**config.mk**
```make
export PLATFORM = sky130hd
export DESIGN_NAME = fifo_stream_flat
export DESIGN_NICKNAME = d
export VERILOG_FILES = /design/src/rtl/fifo_stream_if.sv /design/src/rtl/fifo_stream.sv /design/src/flat_wrapper.sv
export SDC_FILE = /design/constraint.sdc
export NUM_CORES = 1
export LEC_CHECK = 0
export ABC_CLOCK_PERIOD_IN_PS = 2400
export BUFFER_PORTS_ARGS = -buffer_cell sky130_fd_sc_hd__buf_4
export CORE_MARGIN = 5
export CORE_UTILIZATION = 40
export CTS_CLUSTER_SIZE = 25
export DETAILED_ROUTE_END_ITERATION = 8
export PLACE_DENSITY = 0.68
export SETUP_SLACK_MARGIN = 0.2
export SYNTH_ARGS = -nofsm -noshare
export SYNTH_HDL_FRONTEND = slang
export SYNTH_SLANG_ARGS = --single-unit
```
**constraint.sdc**
```tcl
create_clock -name clk -period 2.4 [get_ports clk]
set_input_delay 0.12 -clock clk [delete_from_list [all_inputs] [get_ports clk]]
set_output_delay 0.12 -clock clk [all_outputs]
set_load 0.01 [all_outputs]
```
**src/rtl/fifo_stream_if.sv**
```systemverilog
// Valid/ready stream bundle for both sides of fifo_stream.
// slave is the FIFO's own view; master is the environment driving it.
interface fifo_stream_if #(
    parameter int DATA_WIDTH = 8
);
    logic                  in_vld;
    logic                  in_rdy;
    logic [DATA_WIDTH-1:0] in_data;
    logic                  out_vld;
    logic                  out_rdy;
    logic [DATA_WIDTH-1:0] out_data;

    modport slave (
        input  in_vld, in_data, out_rdy,
        output in_rdy, out_vld, out_data
    );

    modport master (
        output in_vld, in_data, out_rdy,
        input  in_rdy, out_vld, out_data
    );
endinterface

```
**src/rtl/fifo_stream.sv**
```systemverilog
// Synchronous valid/ready FIFO with optional registered output stage,
// occupancy count, almost-full/almost-empty flags and synchronous flush.
// in_rdy depends only on registered state, flush and rst, so back-pressure
// never forms a combinational path from out_rdy to in_rdy.
module fifo_stream #(
    parameter int DATA_WIDTH = 8,
    parameter int ADDR_WIDTH = 2,
    parameter int AF_LEVEL   = (1 << ADDR_WIDTH) - 1,
    parameter int AE_LEVEL   = 1,
    parameter int OUT_REG    = 0
) (
    input  logic              clk,
    input  logic              rst,
    input  logic              flush,
    fifo_stream_if.slave      bus,
    output logic [ADDR_WIDTH:0] count,
    output logic              almost_full,
    output logic              almost_empty
);
    localparam int DEPTH = 1 << ADDR_WIDTH;
    localparam int CAP   = DEPTH + ((OUT_REG != 0) ? 1 : 0);
    localparam logic [ADDR_WIDTH:0] ONE = 1;

    // Thresholds beyond the capacity can never be reached (or are always met).
    if (ADDR_WIDTH < 1 || AF_LEVEL > CAP || AE_LEVEL > CAP) begin : g_bad_params
        $error("fifo_stream: illegal parameter combination");
    end

    logic [DATA_WIDTH-1:0] mem [DEPTH];
    logic [ADDR_WIDTH:0]   wr_ptr;
    logic [ADDR_WIDTH:0]   rd_ptr;
    logic                  mem_full;
    logic                  mem_empty;
    logic                  push;
    logic                  pop;
    logic                  mem_wr;
    logic                  mem_rd;

    assign mem_full  = (wr_ptr == {~rd_ptr[ADDR_WIDTH], rd_ptr[ADDR_WIDTH-1:0]});
    assign mem_empty = (wr_ptr == rd_ptr);
    assign bus.in_rdy = !mem_full && !flush && !rst;
    assign push = bus.in_vld && bus.in_rdy;
    assign pop  = bus.out_vld && bus.out_rdy;

    assign almost_full  = int'(count) >= AF_LEVEL;
    assign almost_empty = int'(count) <= AE_LEVEL;

    if (OUT_REG == 0) begin : g_direct
        assign mem_wr       = push;
        assign mem_rd       = pop;
        assign bus.out_vld  = !mem_empty;
        assign bus.out_data = mem[rd_ptr[ADDR_WIDTH-1:0]];
    end else begin : g_staged
        logic                  stage_vld;
        logic [DATA_WIDTH-1:0] stage_data;
        logic                  stage_load;

        // The stage refills whenever it is empty or being drained this cycle;
        // with nothing in memory, an incoming word bypasses straight into it.
        assign stage_load = !stage_vld || pop;
        assign mem_rd     = stage_load && !mem_empty;
        assign mem_wr     = push && !(stage_load && mem_empty);

        // Output stage register: memory head first, else bypassed push.
        always_ff @(posedge clk) begin
            if (rst || flush) begin
                stage_vld <= 1'b0;
            end else if (stage_load) begin
                if (!mem_empty) begin
                    stage_vld  <= 1'b1;
                    stage_data <= mem[rd_ptr[ADDR_WIDTH-1:0]];
                end else if (push) begin
                    stage_vld  <= 1'b1;
                    stage_data <= bus.in_data;
                end else begin
                    stage_vld <= 1'b0;
                end
            end
        end

        assign bus.out_vld  = stage_vld;
        assign bus.out_data = stage_data;
    end

    // Pointer and occupancy update; rst and flush both return to empty.
    always_ff @(posedge clk) begin
        if (rst || flush) begin
            wr_ptr <= '0;
            rd_ptr <= '0;
            count  <= '0;
        end else begin
            if (mem_wr) wr_ptr <= wr_ptr + ONE;
            if (mem_rd) rd_ptr <= rd_ptr + ONE;
            case ({push, pop})
                2'b10:   count <= count + ONE;
                2'b01:   count <= count - ONE;
                default: count <= count;
            endcase
        end
    end

    // Storage write port; contents are deliberately not reset.
    always_ff @(posedge clk) begin
        if (mem_wr) mem[wr_ptr[ADDR_WIDTH-1:0]] <= bus.in_data;
    end
endmodule
```
**src/flat_wrapper.sv**
```systemverilog
// flat-port wrapper written by rule: the top's interface ports become plain ports
module fifo_stream_flat 
#(
    parameter int DATA_WIDTH = 8,
    parameter int ADDR_WIDTH = 2,
    parameter int AF_LEVEL   = (1 << ADDR_WIDTH) - 1,
    parameter int AE_LEVEL   = 1,
    parameter int OUT_REG    = 0
)
  (clk, rst, flush, count, almost_full, almost_empty, bus_in_vld, bus_in_data, bus_out_rdy, bus_in_rdy, bus_out_vld, bus_out_data);
  fifo_stream_if #(.DATA_WIDTH(DATA_WIDTH)) bus_i ();
  input  logic clk;
  input  logic rst;
  input  logic flush;
  output logic [ADDR_WIDTH:0] count;
  output logic almost_full;
  output logic almost_empty;
  input wire logic [$bits(bus_i.in_vld)-1:0] bus_in_vld;
  input wire logic [$bits(bus_i.in_data)-1:0] bus_in_data;
  input wire logic [$bits(bus_i.out_rdy)-1:0] bus_out_rdy;
  output wire logic [$bits(bus_i.in_rdy)-1:0] bus_in_rdy;
  output wire logic [$bits(bus_i.out_vld)-1:0] bus_out_vld;
  output wire logic [$bits(bus_i.out_data)-1:0] bus_out_data;
  assign bus_i.in_vld = bus_in_vld;
  assign bus_i.in_data = bus_in_data;
  assign bus_i.out_rdy = bus_out_rdy;
  assign bus_in_rdy = bus_i.in_rdy;
  assign bus_out_vld = bus_i.out_vld;
  assign bus_out_data = bus_i.out_data;
  fifo_stream #(.DATA_WIDTH(DATA_WIDTH), .ADDR_WIDTH(ADDR_WIDTH), .AF_LEVEL(AF_LEVEL), .AE_LEVEL(AE_LEVEL), .OUT_REG(OUT_REG)) u_core (.clk(clk), .rst(rst), .flush(flush), .bus(bus_i), .count(count), .almost_full(almost_full), .almost_empty(almost_empty));
endmodule
```
==> results.txt <==
Placer Congestion: 0.942
Slew Viols, Final: 0
WL/cell: 15.8 µm
Share of layout cells above drive strength 1: 0.276
Final clock skew: 0.00753 ns
Worst-skew pair later-pin latency: 0.29 ns
R2R depth: 6
Clk pin slew, worst setup/hold paths: 0.08 ns
Unrepaired setup endpoints after global routing: false
Fill cell count: 437
Largest delay share family, worst path: XOR/XNOR gates
Post-DP HPWL: 2730 µm
Setup Crit Path Kind: reg2reg
ANT nets after route: 0
Yosys reg bits: 43
Synth top cells by count: edfxtp_1, dfxtp_1, ha_1
Slew margin rel.: 0.632
Buf/Inv on CP: 0
Num CTS Buffers: 5
Reg-to-Reg Start: u_core.wr_ptr[0]
Sequential area share after synthesis: 0.586
Clk network pwr share: 0.359
Power per cell area: 627 nW/µm²
Die H: 81.0 µm
Worst endpoint required time: 2.57 ns
Internal cell power: 1.19 mW
CTS Sinks: 43
Mapped Nets: 164
Core area: 4820 µm²
Ports: 28
Leakage Power: 0.867 nW
N_diodes: 0
Via-to-Cell Ratio: 5.24
Worst Setup SP: u_core.wr_ptr[0]
Gr usage total: 0.123
Register-to-register setup slack: 0.42 ns
Top-area cell type share of the netlist area: 0.477
Crit-path cells: xnor2_2 > nand3_1 > and2_1 > ha_1 > o21ai_0 > a21oi_1
Hold Vio Cnt, Final: 0
Area growth, synth to finish: 18.1%
Sw frac: 0.206
Ys flop type: edfxtp_1
Die ar.: 6560 µm²
Die W: 81.0 µm
Worst Setup End Kind: register
Root Buffer: clkbuf_8
Longest Clk Path Bufs: 2
Synth top area cells: edfxtp_1, dfxtp_1, mux4_2, ha_1, and3_1
Hold crit path type: in2reg
Initial antenna violation count: 0
Yosys warnings: 0
Total congestion overflow: 0
CTS tree: done
Syn Area/Cell: 14.3 µm²
Hold_ws: 0.0333 ns
H-Tree Depth: 2
Drt drc: 0
Logic pwr share: 0.090
CTS Hold Bufs: 0
Switching pwr: 0.307 mW
Final #Nets: 192
Post-Syn Instances: 141
Status: completed
Vias in the first global route: 1243
Max Cap Viol: 0
Mapped Area: 2020 µm²
Tmin final: 1.98 ns
Cell taking the most area after synthesis: edfxtp_1
Endpoints failing setup: 0
Final Util: 0.494
Critical Path Sink: u_core.count[2]
Number of core rows: 25
IO Port Bufs: 27
Async SR Flop Fraction: 0
Post-synth cell types: 37
Largest net degree at the start of global routing: 14
Vias: 1243
Setup TNS: 0 ns
Tcrit/Tclk final: 0.824
Post-route cell area: 2380 µm²
Peak VDD IR: 0.000267 V
Total power: 1.49 mW
Crit path largest cell delay: 0.44 ns
Most common cell in the synthesized netlist: edfxtp_1
CP Depth: 6
Critical path arrival: 2.15 ns
Initial Util: 0.418
Slowest CP cell: xnor2_2
FMAX: 505 MHz
Setup Fix Bufs, Post-CTS: 0
Number of enable flip-flop cells after synthesis: 32
Crit start category: register
DR pass1 iterations: 4
DR iter-0 viols: 73
Flop pwr share: 0.551
Worst Max-Slew Pin Slew: 0.551 ns
Placed instance area: 2270 µm²
First-pass GRT wire length: 6020 µm
Final wirelength: 3750 µm
CP max FO: 9
Post-CTS Resized: 0
Reg2reg end: u_core.count[2]
## layout by cell type, fill, tap and decap left out, drive strengths merged
| cell type | count |
|---|---|
| ha | 10 |
| a21oi | 7 |
| and3b | 1 |
| o21bai | 1 |
| mux4 | 8 |
| edfxtp | 32 |
| xnor2 | 3 |
| nor3b | 3 |
| buf | 27 |
| a311oi | 1 |
| nand4bb | 1 |
| or2 | 1 |
| nand4 | 4 |
| nand3 | 5 |
| clkbuf | 7 |
| nand2b | 2 |
| nor2 | 6 |
| a211o | 1 |
| nor4b | 4 |
| xor2 | 5 |
| and3 | 7 |
| bufinv | 1 |
| dfxtp | 11 |
| inv | 5 |
| nor2b | 1 |
| a211oi | 1 |
| and2 | 1 |
| a31oi | 4 |
| o211ai | 2 |
| a221o | 1 |
| nand2 | 3 |
| o21ai | 4 |
## routing by layer
metal  up-vias  routed length, µm  GRT usage
li1        604                  -          -
met1       604               1620      0.155
met2        28               1940      0.206
met3         7                146     0.0288
met4         0                 44     0.0456
met5         -                  0          0
## cell type report
type | count | area, µm² | area share
sequential | 43 | 1180 | 0.496
multi-input combinational | 87 | 788 | 0.331
timing repair buffer | 27 | 203 | 0.0851
tap | 67 | 83.8 | 0.0352
clock buffer | 7 | 76.3 | 0.0321
clock inverter | 1 | 30.0 | 0.0126
inverter | 5 | 18.8 | 0.00788
## kinds of logic (layout without fill, tap and decap cells)
kind of cell,after synthesis,in the layout,synth area share
AO/OA/AOI/OAI,22,22,0.0757
XOR/XNOR,8,8,0.0459
adder cells (fa/ha/maj),10,10,0.0621
buffers and inverters,11,40,0.0230
flip-flops,43,43,0.586
multiplexers,8,8,0.0894
AND/OR/NAND/NOR,39,39,0.118
## worst register-to-register path: stages, from the launching register on
cell and delay, ns:
dfxtp_1 0.42, xnor2_2 0.44, nand3_1 0.17, and2_1 0.20
ha_1 0.35, o21ai_0 0.19, a21oi_1 0.09
## power groups by stage
stage,Sequential (mW),Clock [mW],Combinational (mW)
floorplan,0.834,0,0.0778
global placement,0.838,0,0.129
detailed placement,0.840,0,0.135
CTS,0.823,0.549,0.136
global route,0.824,0.577,0.148
finish,0.822,0.536,0.134
## through the flow
| stage | instances | setup slack [ns] |
|---|---|---|
| after detailed placement | 229 | 0.460 |
| after floorplan | 141 | 0.519 |
| after global placement | 229 | 0.568 |
| after CTS | 237 | 0.442 |
| final | 237 | 0.421 |
| after global routing | 237 | 0.250 |
## state kept, by name, summed over array words and instances, names as in the netlist, named ones only
| signal | cells |
|---|---|
| u_core.count | 3 |
| u_core.mem | 32 |
| u_core.rd_ptr | 3 |
| u_core.wr_ptr | 3 |
## worst min path at each step
| stage | start | to | slack, ns | cells past startpoint |
|---|---|---|---|---|
| global route | bus_in_data[6] | u_core.mem[0][6] | 0.03 | 1 |
| finish | bus_in_data[7] | u_core.mem[1][7] | 0.03 | 1 |
| detailed placement | bus_in_data[2] | u_core.mem[0][2] | 0.33 | 1 |
| global placement | bus_in_data[2] | u_core.mem[2][2] | 0.32 | 1 |
| floorplan | bus_in_data[0] | u_core.mem[0][0] | 0.22 | 0 |
| CTS | bus_in_data[7] | u_core.mem[1][7] | 0.03 | 1 |
Note: power is estimated with default switching activity, not from simulation.
